## src/rtl/regfile_pkg.sv

```systemverilog
// Shared types and defaults for the parametrised integer register file.
package regfile_pkg;

    localparam int XLEN_DEF = 32;
    localparam int NREG_DEF = 32;
    localparam int AW_DEF   = 5;

    // Clear-sweep controller states.
    typedef enum logic [1:0] {
        CLR_IDLE  = 2'd0,
        CLR_SWEEP = 2'd1,
        CLR_DONE  = 2'd2
    } clr_state_t;

    // Minimum number of address bits needed to index n registers.
    function automatic int clog2(input int n);
        int r;
        r = 0;
        for (int i = 0; i < 31; i++) begin
            if ((1 << i) < n) r = i + 1;
        end
        return r;
    endfunction

endpackage

```

## src/rtl/regfile_clear_fsm.sv

```systemverilog
// Clear-sweep controller: walks idx from 0 to NREG-1, one register per cycle,
// after reset release or on request, then pulses clear_done for one cycle.
//
// state     | meaning
// ----------+------------------------------------------------------------
// CLR_IDLE  | normal operation, waiting for clear_req
// CLR_SWEEP | zeroing reg[idx] each edge; writes/claims blocked
// CLR_DONE  | one-cycle completion pulse, array usable again
module regfile_clear_fsm
    import regfile_pkg::*;
#(
    parameter int NREG = NREG_DEF,
    parameter int AW   = AW_DEF
) (
    input  logic          clk,
    input  logic          reset,
    input  logic          clear_req,
    output logic          clear_busy,
    output logic          clear_done,
    output logic          sweep_we,
    output logic [AW-1:0] sweep_idx,
    output logic          sweep_start
);

    clr_state_t    state;
    clr_state_t    state_nxt;
    logic [AW-1:0] idx;
    logic [AW-1:0] idx_nxt;

    // State and sweep index registers; reset lands directly in a fresh sweep.
    always_ff @(posedge clk or posedge reset) begin
        if (reset) begin
            state <= CLR_SWEEP;
            idx   <= '0;
        end else begin
            state <= state_nxt;
            idx   <= idx_nxt;
        end
    end

    // Next-state logic; clear_req is only honoured outside an active sweep.
    always_comb begin
        state_nxt   = state;
        idx_nxt     = idx;
        sweep_start = 1'b0;
        case (state)
            CLR_IDLE: begin
                if (clear_req) begin
                    state_nxt   = CLR_SWEEP;
                    idx_nxt     = '0;
                    sweep_start = 1'b1;
                end
            end
            CLR_SWEEP: begin
                if (32'(idx) == NREG - 1) begin
                    state_nxt = CLR_DONE;
                    idx_nxt   = '0;
                end else begin
                    idx_nxt = idx + AW'(1);
                end
            end
            CLR_DONE: begin
                if (clear_req) begin
                    state_nxt   = CLR_SWEEP;
                    idx_nxt     = '0;
                    sweep_start = 1'b1;
                end else begin
                    state_nxt = CLR_IDLE;
                end
            end
            default: begin
                state_nxt = CLR_IDLE;
                idx_nxt   = '0;
            end
        endcase
    end

    assign clear_busy = (state == CLR_SWEEP);
    assign clear_done = (state == CLR_DONE);
    assign sweep_we   = (state == CLR_SWEEP);
    assign sweep_idx  = idx;

endmodule

```

## src/rtl/register_file_param.sv

```systemverilog
// Parametrised integer register file: two combinational read ports, one
// synchronous write port with optional same-cycle bypass, a per-register
// pending scoreboard for long-latency producers, and a hardware clear sweep.
module register_file_param
    import regfile_pkg::*;
#(
    parameter int XLEN     = XLEN_DEF,
    parameter int NREG     = NREG_DEF,
    parameter int AW       = AW_DEF,
    parameter int ZERO_REG = 1,
    parameter int BYPASS   = 1
) (
    input  logic            clk,
    input  logic            reset,
    input  logic [AW-1:0]   rs1_addr,
    input  logic [AW-1:0]   rs2_addr,
    output logic [XLEN-1:0] rs1_data,
    output logic [XLEN-1:0] rs2_data,
    output logic            rs1_pending,
    output logic            rs2_pending,
    input  logic            wr_en,
    input  logic [AW-1:0]   wr_addr,
    input  logic [XLEN-1:0] wr_data,
    input  logic            claim_en,
    input  logic [AW-1:0]   claim_addr,
    input  logic            clear_req,
    output logic            clear_busy,
    output logic            clear_done
);

    // Reject parameter sets the address decode cannot represent.
    if (NREG < 2 || NREG > 256 || AW < clog2(NREG)) begin : g_param_err
        $error("register_file_param: NREG must be 2..256 and 2**AW >= NREG");
    end

    logic [XLEN-1:0] regs [NREG];
    logic [NREG-1:0] pending;

    logic            sweep_we;
    logic [AW-1:0]   sweep_idx;
    logic            sweep_start;
    logic            wr_legal;
    logic            claim_legal;

    // An address names a real, writable register (in range, not hardwired x0).
    function automatic logic addr_ok(input logic [AW-1:0] a);
        return (32'(a) < NREG) && !((ZERO_REG != 0) && (a == AW'(0)));
    endfunction

    regfile_clear_fsm #(
        .NREG (NREG),
        .AW   (AW)
    ) u_clear_fsm (
        .clk         (clk),
        .reset       (reset),
        .clear_req   (clear_req),
        .clear_busy  (clear_busy),
        .clear_done  (clear_done),
        .sweep_we    (sweep_we),
        .sweep_idx   (sweep_idx),
        .sweep_start (sweep_start)
    );

    assign wr_legal    = wr_en    && !clear_busy && addr_ok(wr_addr);
    assign claim_legal = claim_en && !clear_busy && addr_ok(claim_addr);

    // Storage array: the sweep owns the write port while busy; no reset so the
    // array maps onto plain storage and is zeroed by the sweep instead.
    always_ff @(posedge clk) begin
        if (sweep_we) begin
            regs[sweep_idx] <= '0;
        end else if (wr_legal) begin
            regs[wr_addr] <= wr_data;
        end
    end

    // Scoreboard: a write retires the producer, a claim issued on the same
    // edge is applied last so the newer producer keeps the register pending.
    always_ff @(posedge clk or posedge reset) begin
        if (reset) begin
            pending <= '0;
        end else if (sweep_start) begin
            pending <= '0;
        end else begin
            if (wr_legal) pending[wr_addr] <= 1'b0;
            if (claim_legal) pending[claim_addr] <= 1'b1;
        end
    end

    // Read port 1: forced zero while sweeping or for x0/out-of-range addresses.
    always_comb begin
        rs1_data    = '0;
        rs1_pending = 1'b0;
        if (!clear_busy && addr_ok(rs1_addr)) begin
            if ((BYPASS != 0) && wr_legal && (wr_addr == rs1_addr)) begin
                rs1_data = wr_data;
            end else begin
                rs1_data    = regs[rs1_addr];
                rs1_pending = pending[rs1_addr];
            end
        end
    end

    // Read port 2: same resolution as port 1, independently addressed.
    always_comb begin
        rs2_data    = '0;
        rs2_pending = 1'b0;
        if (!clear_busy && addr_ok(rs2_addr)) begin
            if ((BYPASS != 0) && wr_legal && (wr_addr == rs2_addr)) begin
                rs2_data = wr_data;
            end else begin
                rs2_data    = regs[rs2_addr];
                rs2_pending = pending[rs2_addr];
            end
        end
    end

endmodule

```

## config.mk

```make
export PLATFORM = sky130hd
export DESIGN_NAME = register_file_param
export DESIGN_NICKNAME = d
export VERILOG_FILES = /design/src/rtl/regfile_pkg.sv /design/src/rtl/regfile_clear_fsm.sv /design/src/rtl/register_file_param.sv
export SDC_FILE = /design/constraint.sdc
export NUM_CORES = 1
export LEC_CHECK = 0
export BUFFER_PORTS_ARGS = -buffer_cell sky130_fd_sc_hd__buf_2
export CORE_MARGIN = 8
export CORE_UTILIZATION = 25
export CTS_CLUSTER_DIAMETER = 100
export DETAILED_ROUTE_END_ITERATION = 8
export HOLD_SLACK_MARGIN = 0.12
export PLACE_DENSITY = 0.51
export SKIP_LAST_GASP = 1
export SYNTH_ARGS = -nofsm -noshare
export SYNTH_HDL_FRONTEND = slang
export SYNTH_SLANG_ARGS = --single-unit
```

## constraint.sdc

```tcl
create_clock -name clk -period 7.4 [get_ports clk]
set_input_delay 0.74 -clock clk [delete_from_list [all_inputs] [get_ports clk]]
set_output_delay 0.74 -clock clk [all_outputs]
set_load 0.01 [all_outputs]
```

-- Yosys cells after proc, flatten, opt, wreduce, memory -nomap -nowiden
Memories as Yosys holds them, arrays and structs flattened.
Index checks and enable logic that the tools add are counted.
- register bits: 39
- bits in writable memories: 1024
- output and inout port bits: 68
- word-level logic and storage cells: 82
- memories kept: 1
- memories (memory ; depth ; width ; read ports ; clocked after Yosys merged registers in ; write ports ; line ; RTL):
    regs ; 32 ; 32 ; 2 ; 0 ; 1 ; register_file_param.sv:36 ; logic [XLEN-1:0] regs [NREG];
- add/sub/neg operators: 1
- order comparisons: 6
- equality and inequality tests: 8
- muxes and demuxes: 37
- bitwise gates (word level): 3
- reductions and logical operators: 23
- operators with widths (cell ; number):
    32-bit two-way mux ; 9
    32-bit bitwise AND ; 1
    32-bit inverter ; 1
    32-bit bitwise OR ; 1
    32-bit OR reduction ; 1
    5-bit by 6-bit < comparator with 1-bit output, second input constant ; 4
    5-bit logical NOT ; 4
    1-bit two-way mux ; 17
    5-bit two-way mux ; 3
    1-bit binary-select mux with 5-bit select ; 2
    1-bit demux with 5-bit select ; 2
    5-bit equality test ; 2
    5-bit by 1-bit greater-or-equal comparator with 1-bit output, second input constant ; 2
    1-bit logical AND ; 10
    5-bit one-hot mux with 2 select lines ; 1
    2-bit one-hot mux with 3 select lines ; 1
    5-bit by 1-bit adder with 5-bit output, second input constant ; 1
    5-bit equality test, second input constant ; 1
    1-bit logical NOT ; 5
    2-bit two-way mux ; 2
    2-bit by 1-bit inequality test with 1-bit output, second input constant ; 2
    2-bit by 1-bit equality test with 1-bit output, second input constant ; 1
    2-bit equality test, second input constant ; 1
    2-bit logical NOT ; 1
    3 further kinds ; 3

-- Depth between registers and ports, before layout
- depth after elaboration: 11
- gate-level depth with buffers: 9
- gate-level depth less buffers: 6

-- Modules after synthesis
Synthesis repeated with hierarchy kept, for this count alone.
- cell total of the unflattened synthesis: 3066
- area, all modules: 51028.9 µm²
- by module, submodules not included (module ; instances ; cells an instance ; area each (µm²) ; seq. area each (µm²)):
    register_file_param ; 1 ; 3031 ; 50683.6 ; 31550.3
    regfile_clear_fsm ; 1 ; 35 ; 345.3 ; 176.4

-- Worst setup path before layout
OpenSTA, ideal clock, no wires.
- path type: input to register
- from: input wr_addr[4]
- to: memory regs[28][0] (netlist bit) (enable)
- library setup time: 0.421 ns
- data arrival time: 3.492 ns
- path slack: 3.487 ns
- cell stages on the path: 6
- buffers on the path: 2
- path through: buf_2 > or3_1 > o211a_1 > clkbuf_1 > o31a_1 > nor2_1
- longest elaborated chain between the ends: 8
- elaborated cells on any way between the ends: 9
- those cells by class: 5 x mux; 4 x reduce/logical
- RTL lines (what ; line ; RTL):
    start: declaration ; register_file_param.sv:22 ; input logic [AW-1:0] wr_addr,
    5-bit logical NOT ; register_file_param.sv:47 ; return (32'(a) < NREG) && !((ZERO_REG != 0) && (a == AW'(0)));
    1-bit logical NOT ; register_file_param.sv:47 ;
    1-bit logical AND ; register_file_param.sv:64 ; assign wr_legal = wr_en && !clear_busy && addr_ok(wr_addr);
    1-bit two-way mux ; register_file_param.sv:72 ; end else if (wr_legal) begin
    1-bit two-way mux ; register_file_param.sv:70 ; if (sweep_we) begin
    1-bit two-way mux (not written as such) ; register_file_param.sv:73 ; regs[wr_addr] <= wr_data;
    32-bit OR reduction (no source line) ; -- ;
    5-bit two-way mux (no source line) or 1-bit two-way mux (tied branches) ; -- ;
    end: declaration ; register_file_param.sv:36 ;
Several ways; a longest one is shown, not always the timed one.

-- Worst setup path in the final report
- from: input rs2_addr[2]
- to: output rs2_data[1]
- longest elaborated chain between the ends: 4
- elaborated cells on any way between the ends: 8
- those cells by class: 1 x eq/ne; 2 x mux; 4 x reduce/logical; 1 x memory
- RTL lines (what ; line ; RTL):
    start: declaration ; register_file_param.sv:16 ; input logic [AW-1:0] rs2_addr,
    parallel branches: the longest is 3 deep, another holds memory 32 x 32 bit ; -- ;
    32-bit two-way mux (*) ; register_file_param.sv:108 ; if (!clear_busy && addr_ok(rs2_addr)) begin
    end: declaration ; register_file_param.sv:18 ; output logic [XLEN-1:0] rs2_data,
Every way passes the cells marked *.

==> results.sh <==
export IMPL_mostFrequentLayoutCells="1024 x edfxtp_1, 554 x mux4_2, 187 x a22oi_1, 118 x buf_2, 106 x clkbuf_16"
export IMPL_switching_share_pct=28.39
export IMPL_grt_overflow_total=0
export IMPL_max_freq_mhz=209.3
export IMPL_design_die_area_um2=215100
export IMPL_cts_setup_buffers=0
export IMPL_grt_pass1_wl_mm=236.0
export IMPL_synth_warnings=0
export IMPL_p_leak_uw=0.01810
export IMPL_placed_area_um2=54190
export IMPL_outcome="finished with violations"
export IMPL_clk_pin_slew_ns=0.06
export IMPL_synth_edf_count=1024
export IMPL_dr_total_vias=28770
export IMPL_place_gp_congestion=0.8482
export IMPL_startpoint="rs2_addr[2]"
export IMPL_hold_path_class="in -> async"
export IMPL_cts_tree="yes"
export IMPL_worstPathArrival_ns=4.04
export IMPL_wl_per_cell_um=31.09
export IMPL_numClockSinks=1063
export IMPL_p_seq_share_pct=46.8
export IMPL_max_clock_path_buffers=3
export IMPL_avgSynthCellArea_um2=19.39
export IMPL_crit_path_max_fanout=27
export IMPL_synth_compound_area_share_pct=5.744
export IMPL_powerDensity_nw_per_um2=283.2
export IMPL_drtPass1Iterations=5
export IMPL_rr_endpoint="regs[26][6]"
export IMPL_routed_wl_mm=168.7
export IMPL_grt_max_degree=127
export IMPL_hpwl_mm=96.13
export IMPL_start_kind="input pin"
export IMPL_final_area_um2=57810
export IMPL_areaGrowthSynthToFinish_pct=15.35
export IMPL_setup_tns_final_ns=0
export IMPL_vias_per_cell=5.302
export IMPL_criticalPathCategory="in -> out"
export IMPL_internal_power_uw=11720
export IMPL_hold_viol=0
export IMPL_setup_viol_count_final=0
export IMPL_synth_fp_nets=2644
export IMPL_worstMarginPinSlew_ns=1.517
export IMPL_reg2reg_depth=6
export IMPL_synthMuxAreaShare_pct=25.30
export IMPL_fin_skew_ns=0.02592
export IMPL_grt_pass1_vias=29390
export IMPL_drc_errors=0
export IMPL_setup_worst_path_end="rs2_data[1]"
export IMPL_synth_xor_area_share_pct=0.1922
export IMPL_synth_fa_ha_area_share_pct=0.04993
export IMPL_finalPower_uw=16370
export IMPL_hold_slack_ns=0.1508
export IMPL_ctsHoldBuffers=0
export IMPL_synth_cells=2585
export IMPL_worst_ir_drop_vdd_v=0.0002099
export IMPL_p_sw_uw=4648
export IMPL_violations="capacitance limit, slew limit"
export IMPL_drive_gt1_share_pct=36.41
export IMPL_synth_cell_types=56
export IMPL_io_pins=125
export IMPL_seq_area_frac_synth_pct=63.30
export IMPL_synth_top_family_by_area="multiplexers"
export IMPL_cts_root_buf="clkbuf_16"
export IMPL_fin_nets=2736
export IMPL_synth_simple_gate_area_share_pct=3.295
export IMPL_drv_slew=33
export IMPL_clk_latency_ns=0.72
export IMPL_mostFrequentLayoutCell="edfxtp_1"
export IMPL_die_w_um=463.7
export IMPL_port_buffers=124
export IMPL_dp_cells=5226
export IMPL_cap_violations=1
export IMPL_initialDrtViolationCount=2921
export IMPL_combPwrFrac_pct=18.4
export IMPL_cts_resized=0
export IMPL_ys_flop_type="edfxtp_1"
export IMPL_reg2reg_slack_ns=3.79
export IMPL_slew_headroom_pct=-1.351
export IMPL_die_h_um=463.7
export IMPL_globalRouteTotalUtil_pct=15.12
export IMPL_final_period_utilization_pct=64.55
export IMPL_cp_required_ns=6.66
export IMPL_htree_num_levels=3
export IMPL_async_flop_share_pct=3.669
export IMPL_endpoint_kind="output port"
export IMPL_core_region_area_um2=199500
export IMPL_initial_core_util_pct=25.13
export IMPL_final_antenna_net_count=0
export IMPL_clkPwrFrac_pct=34.7
export IMPL_antenna_found_initial=5
export IMPL_cts_buffers=105
export IMPL_rsz0062_at_grt="no"
export IMPL_synth_seq_cells=1063
export IMPL_finalNonFillerCells=5425
export IMPL_post_route_min_period_ns=4.777
export IMPL_floorplan_rows=164
export IMPL_r2r_start="u_clear_fsm.state[0]"
export IMPL_syn_cell_area_um2=50120
==> flip-flops by register name, indices dropped and copies added, names as in the netlist <==
signal,count
regs,1024
pending,32
u_clear_fsm.state,2
u_clear_fsm.sweep_idx,5
==> cells in the mapped netlist, drive strengths merged (5+ instances only) <==
cell type,n,area (um2)
a21oi,22,110.1
a221oi,6,52.55
a22oi,187,1404
a31oi,11,68.82
and2,37,231.5
buf,117,639.4
clkbuf,104,390.4
dfrtp,38,950.9
edfxtp,1024,30750
inv,8,30.03
mux2i,18,180.2
mux4,554,12480
nand2,69,259.0
nand2b,6,37.54
nand3,75,375.4
nor2,118,442.9
nor2b,10,62.56
nor3,12,60.06
o2111a,31,349.1
o211ai,11,87.58
o21ai,36,183.9
o221ai,31,459.2
or3,5,31.28
xnor2,6,52.55
xor2,5,43.79
==> worst min path at each step <==
| stage | to | start | slack (ns) | depth (start not counted) |
|---|---|---|---|---|
| 5_1_grt | pending[11] | reset | 0.20 | 3 |
| 2_1_floorplan | pending[0] | pending[0] | 0.47 | 1 |
| 4_1_cts | pending[31] | reset | 0.13 | 3 |
| 3_3_place_gp | pending[0] | pending[0] | 0.50 | 1 |
| 6_report | u_clear_fsm.state[1] | reset | 0.15 | 3 |
| 3_5_place_dp | pending[0] | pending[0] | 0.50 | 1 |
==> logic make-up (layout without fill, tap and decap cells) <==
kind of cell | count (synthesis) | in the layout
flops | 1063 | 1063
buf+inv | 229 | 407
compound gates | 354 | 354
fa+ha+maj | 2 | 2
mux | 574 | 574
other cells | 0 | 6
xor+xnor | 11 | 11
simple gates | 352 | 352
==> stage by stage <==
| step | setup slack [ns] | util [%] |
|---|---|---|
| after floorplan | 3.487 | - |
| after global placement | 2.548 | 27.17 |
| after detailed placement | 2.558 | 27.17 |
| after CTS | 2.556 | 28.98 |
| after global routing | 2.423 | 28.98 |
| final | 2.623 | 28.99 |
==> layer usage <==
layer / track usage (%) / up-vias / part of all wire, %
met2: 27.19 / 1278 / 52
met3: 1.862 / 285 / 5.9
met4: 5.993 / 0 / 4.2
met5: 0 / - / 0
li1: - / 11440 / -
met1: 18.44 / 15760 / 38
==> critical path, stage by stage <==
cell and delay (ns):
buf_2 0.45, nor2b_4 1.09, buf_4 0.63, a22oi_1 0.22, nand3_1 0.20, o2111a_1 0.38
buf_2 0.22
==> final cells by class <==
cell class	count	area, um2
flip-flops and latches	1063	31730
fillers	19570	141600
repair buffers	206	1381
clock buffers	129	2779
inverters	8	30.03
clock inverters	64	824.5
diodes	6	15.01
well taps	2656	3323
multi-input cells	1293	17730
==> power groups by stage <==
| stage | clock network [uW] | registers (uW) | logic, uW |
|---|---|---|---|
| floorplan | 0 | 7700 | 1670 |
| global route | 5990 | 7730 | 3140 |
| detailed placement | 0 | 7790 | 3040 |
| CTS | 5780 | 7660 | 3040 |
| global placement | 0 | 7770 | 3040 |
| finish | 5690 | 7670 | 3020 |
No activity file was read; power rests on OpenSTA's default activity.
